$ cat src/rtl/branch_target_buffer.sv
// Direct-mapped branch target buffer with 2-bit saturating direction counters.
// Zero-latency lookup for fetch, training from the resolved branch, mispredict counter.
module branch_target_buffer #(
    parameter int ENTRIES = 16
) (
    input  logic        clk,
    input  logic        rst_n,
    input  logic [31:0] if_pc,
    output logic        if_predict_taken,
    output logic [31:0] if_predict_target,
    input  logic        mb_resolve,
    input  logic [31:0] mb_pc,
    input  logic        mb_branch_taken,
    input  logic [31:0] mb_jump_target,
    input  logic        mb_predict_taken,
    input  logic [31:0] mb_predict_target,
    output logic        mispredict,
    output logic [31:0] mispredict_count
);

    localparam int IDX  = $clog2(ENTRIES);
    localparam int TAGW = 30 - IDX;

    logic [ENTRIES-1:0]           w_valid;
    logic [ENTRIES-1:0][TAGW-1:0] w_tag;
    logic [ENTRIES-1:0][31:0]     w_target;
    logic [ENTRIES-1:0][1:0]      w_ctr;

    logic [IDX-1:0]  w_if_idx;
    logic [TAGW-1:0] w_if_tag;
    logic            w_if_hit;
    logic [IDX-1:0]  w_mb_idx;
    logic [TAGW-1:0] w_mb_tag;
    logic            w_mb_hit;
    logic            w_mispredict;
    logic [1:0]      w_unused_mb_pc_lo;

    logic            r_mispredict;
    logic [31:0]     r_mispredict_count;

    assign w_if_idx          = if_pc[IDX+1:2];
    assign w_if_tag          = if_pc[31:IDX+2];
    assign w_mb_idx          = mb_pc[IDX+1:2];
    assign w_mb_tag          = mb_pc[31:IDX+2];
    assign w_unused_mb_pc_lo = mb_pc[1:0];

    // Lookup reads the registered state only, so a same-cycle update is not bypassed.
    always_comb begin
        w_if_hit          = w_valid[w_if_idx] && (w_tag[w_if_idx] == w_if_tag);
        if_predict_taken  = w_if_hit && w_ctr[w_if_idx][1] && (if_pc[1:0] == 2'b00);
        if_predict_target = if_predict_taken ? w_target[w_if_idx] : 32'h0;
    end

    assign w_mb_hit = w_valid[w_mb_idx] && (w_tag[w_mb_idx] == w_mb_tag);

    genvar gi;
    generate
        for (gi = 0; gi < ENTRIES; gi++) begin : g_entry
            logic            r_valid;
            logic [TAGW-1:0] r_tag;
            logic [31:0]     r_target;
            logic [1:0]      r_ctr;
            logic            w_sel;

            assign w_sel = mb_resolve && (w_mb_idx == IDX'(gi));

            always_ff @(posedge clk or negedge rst_n) begin
                if (!rst_n) begin
                    r_valid  <= 1'b0;
                    r_tag    <= '0;
                    r_target <= 32'h0;
                    r_ctr    <= 2'd0;
                end else if (w_sel) begin
                    if (w_mb_hit) begin
                        if (mb_branch_taken) begin
                            if (r_ctr != 2'd3) r_ctr <= r_ctr + 2'd1;
                            r_target <= mb_jump_target;
                        end else if (r_ctr != 2'd0) begin
                            r_ctr <= r_ctr - 2'd1;
                        end
                    end else if (mb_branch_taken) begin
                        // Allocation overwrites whatever aliasing entry held this slot.
                        r_valid  <= 1'b1;
                        r_tag    <= w_mb_tag;
                        r_target <= mb_jump_target;
                        r_ctr    <= 2'd2;
                    end
                end
            end

            assign w_valid[gi]  = r_valid;
            assign w_tag[gi]    = r_tag;
            assign w_target[gi] = r_target;
            assign w_ctr[gi]    = r_ctr;
        end
    endgenerate

    assign w_mispredict = mb_resolve &&
                          ((mb_predict_taken != mb_branch_taken) ||
                           (mb_branch_taken && (mb_predict_target != mb_jump_target)));

    always_ff @(posedge clk or negedge rst_n) begin
        if (!rst_n) begin
            r_mispredict       <= 1'b0;
            r_mispredict_count <= 32'h0;
        end else begin
            r_mispredict <= w_mispredict;
            if (w_mispredict) r_mispredict_count <= r_mispredict_count + 32'd1;
        end
    end

    assign mispredict       = r_mispredict;
    assign mispredict_count = r_mispredict_count;

endmodule
$ cat config.mk
export PLATFORM = sky130hd
export DESIGN_NAME = branch_target_buffer
export DESIGN_NICKNAME = d
export VERILOG_FILES = /design/src/rtl/branch_target_buffer.sv
export SDC_FILE = /design/constraint.sdc
export NUM_CORES = 2
export LEC_CHECK = 0
export BUFFER_PORTS_ARGS = -buffer_cell sky130_fd_sc_hd__buf_2
export CORE_UTILIZATION = 60
export DETAILED_ROUTE_END_ITERATION = 8
export PLACE_DENSITY_LB_ADDON = 0.2
export SYNTH_ARGS = -nofsm -noshare
export SYNTH_HDL_FRONTEND = slang
export SYNTH_SLANG_ARGS = --single-unit
$ cat constraint.sdc
create_clock -name clk -period 5.51 [get_ports clk]
set_input_delay 0.8265 -clock clk [delete_from_list [all_inputs] [get_ports clk]]
set_output_delay 0.8265 -clock clk [all_outputs]
set_load 0.1 [all_outputs]
==> impl_metrics.csv <==
group,metric,value,unit
outcome,outcome,"finished, final reports clean",
timing,final-setup-viol-count,0,
clock_network,numCtsBuffers,105,
critical_path,slowest_delay,0.55,ns
clock_network,cts.sinks,1009,
run,cap_violations,0,
floorplanning,rows,106,
timing,clock.fmax,189,MHz
critical_path,rr_worst_depth,9,
timing,relSlewSlack,35.0,%
place,placedCellCount,4435,
logic_synthesis,synth_edf_count,0,
clock_network,holdBufCountCts,0,
timing,worst_pin_slew,0.973,ns
drt,drtIter0Drc,2353,
drt,antenna_left,0,
critical_path,path_depth,12,
floorplanning,die_x,293,um
clock_network,cts_tree,"built",
place,port_buffers,196,
critical_path,crit_top_cell,"buf_12",
timing,timing.final.crit_share,96.0,%
global_routing,grt.total_usage,32.4,%
floorplanning,pin_count,199,
layout,drive_gt1_share,52.8,%
timing,slew_violations,0,
global_routing,grt_max_degree,169,
floorplanning,dieArea,85800,um2
drt,drc,0,
place,dp_hpwl,81400,um
logic_synthesis,synth_cells,3304,
logic_synthesis,yosysWarnings,0,
logic_synthesis,yosys.area.top_type,"dfrtp_1",
power_and_ir_drop,p_leak,25.3,nW
timing,hold_viol_final,0,
critical_path,slowest_stage,"mux4_2",
global_routing,grt_pass1_wl,209000,um
critical_path,path_max_fanout,40,
timing,whs,0.200,ns
logic_synthesis,async_reset_ff_share,100,%
clock_network,cts_root_buf,"clkbuf_16",
layout,final_nets,3542,
drt,drt-pass1-iter-count,6,
clock_network,clk_pin_slew,0.06,ns
timing,finalClockSkew,0.0368,ns
drt,viasPerCell,6.64,
logic_synthesis,synth.net_count,3438,
logic_synthesis,synth_area,50800,um2
layout,area_growth,13.4,%
place,place.gp.congestion,0.847,
logic_synthesis,yosysTopAreaCellShare,49.7,%
floorplanning,core-area,83700,um2
drt,finalWirelength,134000,um
drt,via_count,30762,
min_path,hold_path_class,"primary input to asynchronous set/reset pin",
global_routing,grt_pass1_vias,33644,
power_and_ir_drop,p_switching,5.72,mW
logic_synthesis,yosysUniqueCellTypes,66,
global_routing,grt_antenna_before_repair,7,
power_and_ir_drop,share_clk_of_total_power,36.4,%
clock_network,h-tree-depth,3,
global_routing,overflow,0,
power_and_ir_drop,seq_power_share,44.7,%
critical_path,cp.buffers_inverters,5,
power_and_ir_drop,p_int,16.0,mW
logic_synthesis,synthTopCellsByArea,"dfrtp_1 50%, mux2_2 21%, mux4_2 17%, xnor2_1 1.3%, mux2i_1 1.3%",
critical_path,required,4.68,ns
critical_path,cp_top_family,"buffers and inverters",
timing,min_period,5.29,ns
logic_synthesis,ys.flop_type,"dfrtp_1",
logic_synthesis,yosysSeqAreaShare,49.7,%
floorplanning,fp.dieH,293,um
timing,tns,0,ns
power_and_ir_drop,fin_total_pwr,21.8,mW
power_and_ir_drop,pwr-share-comb,18.9,%
power_and_ir_drop,ir_drop,278,uV
logic_synthesis,avgSynthCellArea,15.4,um2
layout,fin_cells,4635,
critical_path,crit_type,"primary input to primary output",
drt,avgRoutedWirePerCell,29.0,um
clock_network,clock_latency,0.69,ns
critical_path,crit_chain,"buf_12, buf_4, mux4_2, mux4_2, xnor2_1, nand4_1, nor3_1, buf_4, nand4_1, buf_12, nor2b_1, buf_12",
critical_path,worstPathArrival,4.46,ns
timing,rsz0062_at_grt,"no",
floorplanning,initial_core_util,60.7,%
clock_network,clockBufferDepth,3,
power_and_ir_drop,power.density,378,nW/um2
critical_path,cp-end-kind,"primary output",
power_and_ir_drop,switching_share,26.3,%
critical_path,worstSetupStartpointType,"primary input",
logic_synthesis,ys_ff_latch,1009,
## Yosys cell counts, types with 18 or more instances
cell and number:
dfrtp_1 1009, nand3_1 27, nor2b_1 44, mux2_2 929, mux2i_1 65, buf_1 33
buf_4 28, nand2_1 72, o21ai_0 31, nand4_1 22, xor2_1 47, nor4_1 18
clkbuf_1 163, nor2_1 46, xnor2_1 76, nand2b_1 20, mux4_2 385, nor3_1 38
buf_2 48
## placed cells by master, fill, tap and decap left out, types with 7 or more instances in the layout
cell	Yosys	routed
nand2b_1	20	20
o21ai_0	31	31
clkinv_2	0	26
clkbuf_8	0	27
xor2_1	47	47
mux4_1	8	8
a31oi_1	9	9
clkbuf_16	0	107
nor2_4	0	12
clkbuf_1	163	9
nor4_1	18	18
nand4_1	22	22
o21ai_4	8	12
xnor2_1	76	76
a22oi_1	11	11
nor2b_1	44	44
dfrtp_1	1009	1009
a21oi_1	7	7
mux2_2	929	929
inv_1	15	15
nand3_1	27	23
nand2_1	72	72
nor2_1	46	34
mux4_2	385	385
a221o_1	16	16
o32ai_1	9	9
and3_1	7	7
buf_2	48	155
nor3_1	38	38
mux2i_1	65	65
bufinv_16	0	19
buf_4	28	70
buf_12	0	74
## kinds of logic (layout without fill, tap and decap cells)
kind of cell               after synthesis  after routing  synth area share (%)
and+or+nand+nor                        327            327                  3.39
buffers and inverters                  323            519                  3.26
DFF                                   1009           1009                  49.7
muxes                                 1393           1393                  39.5
xor gates and xnor gates               123            123                  2.12
adders and majority gates                1              1                0.0246
other                                    0              1                     0
AOI/OAI and AO/OA                      128            128                  1.99
## worst paths after layout
check / startpoint / to / slack (ns)
max: if_pc[2] / if_predict_target[19] / 0.22
min: rst_n / g_entry[6].r_tag[8] / 0.20
max reg2reg: g_entry[13].r_tag[11] / g_entry[0].r_tag[16] / 1.46
min reg2reg: g_entry[1].r_valid / g_entry[1].r_valid / 0.49
max in group asynchronous: rst_n / g_entry[6].r_target[12] / 3.83
min in group clk: g_entry[1].r_valid / g_entry[1].r_valid / 0.49
## repair_timing
action                                  4_1_cts  5_1_grt
endpoints found under the setup margin        0        4
resized for setup                             0        1
buffers inserted                              0        0
## per-stage QoR
stage	util, %	cell area [um2]	setup WS, ns
detailed placement	64.1	53700	0.208
CTS	68.8	57600	0.104
global route	68.8	57600	0.0967
global placement	64.1	53700	0.316
floorplan	-	50800	-0.379
finish	68.8	57600	0.221
## worst reg2reg max path: stages (launching register included)
cell	delay, ns
dfrtp_1	0.39
mux4_1	0.53
mux4_2	0.49
xnor2_1	0.29
nand4_1	0.24
or4_2	0.74
buf_12	0.22
o21bai_4	0.33
buf_4	0.33
mux2_2	0.39
## layer usage
layer  vias to the layer above  part of all wire [%]  global-route usage (%)
met5                         -                 0.041                       0
met4                         8                   4.7                    13.9
met3                       365                   5.6                    5.21
met2                      1120                    51                    54.7
met1                     16558                    39                    41.7
li1                      12711                     -                       -
## sequential cells by signal (all words and copies together), names as in the netlist
signal	cells
mispredict	1
g_entry.r_valid	16
g_entry.r_ctr	32
g_entry.r_tag	416
mispredict_count	32
g_entry.r_target	512
## layout make-up
type / instances / area [um2]
Tap cell: 1134 / 1420
Sequential cell: 1009 / 25200
Clock inverter: 57 / 866
Timing Repair Buffer: 304 / 2850
Fill cell: 5461 / 26100
Clock buffer: 142 / 3070
Multi-Input combinational cell: 1972 / 24100
Antenna cell: 1 / 2.50
Inverter: 16 / 60.1
## power groups by stage
| stage | combinational [mW] | clock [mW] | sequential [mW] |
|---|---|---|---|
| after floorplan | 2.99 | 0 | 9.65 |
| final | 4.11 | 7.93 | 9.72 |
| after global placement | 3.92 | 0 | 9.64 |
| after CTS | 4.13 | 8.02 | 9.70 |
| after global routing | 4.38 | 8.32 | 9.89 |
| after detailed placement | 4.10 | 0 | 9.82 |
(Power assumes the default switching activity.)
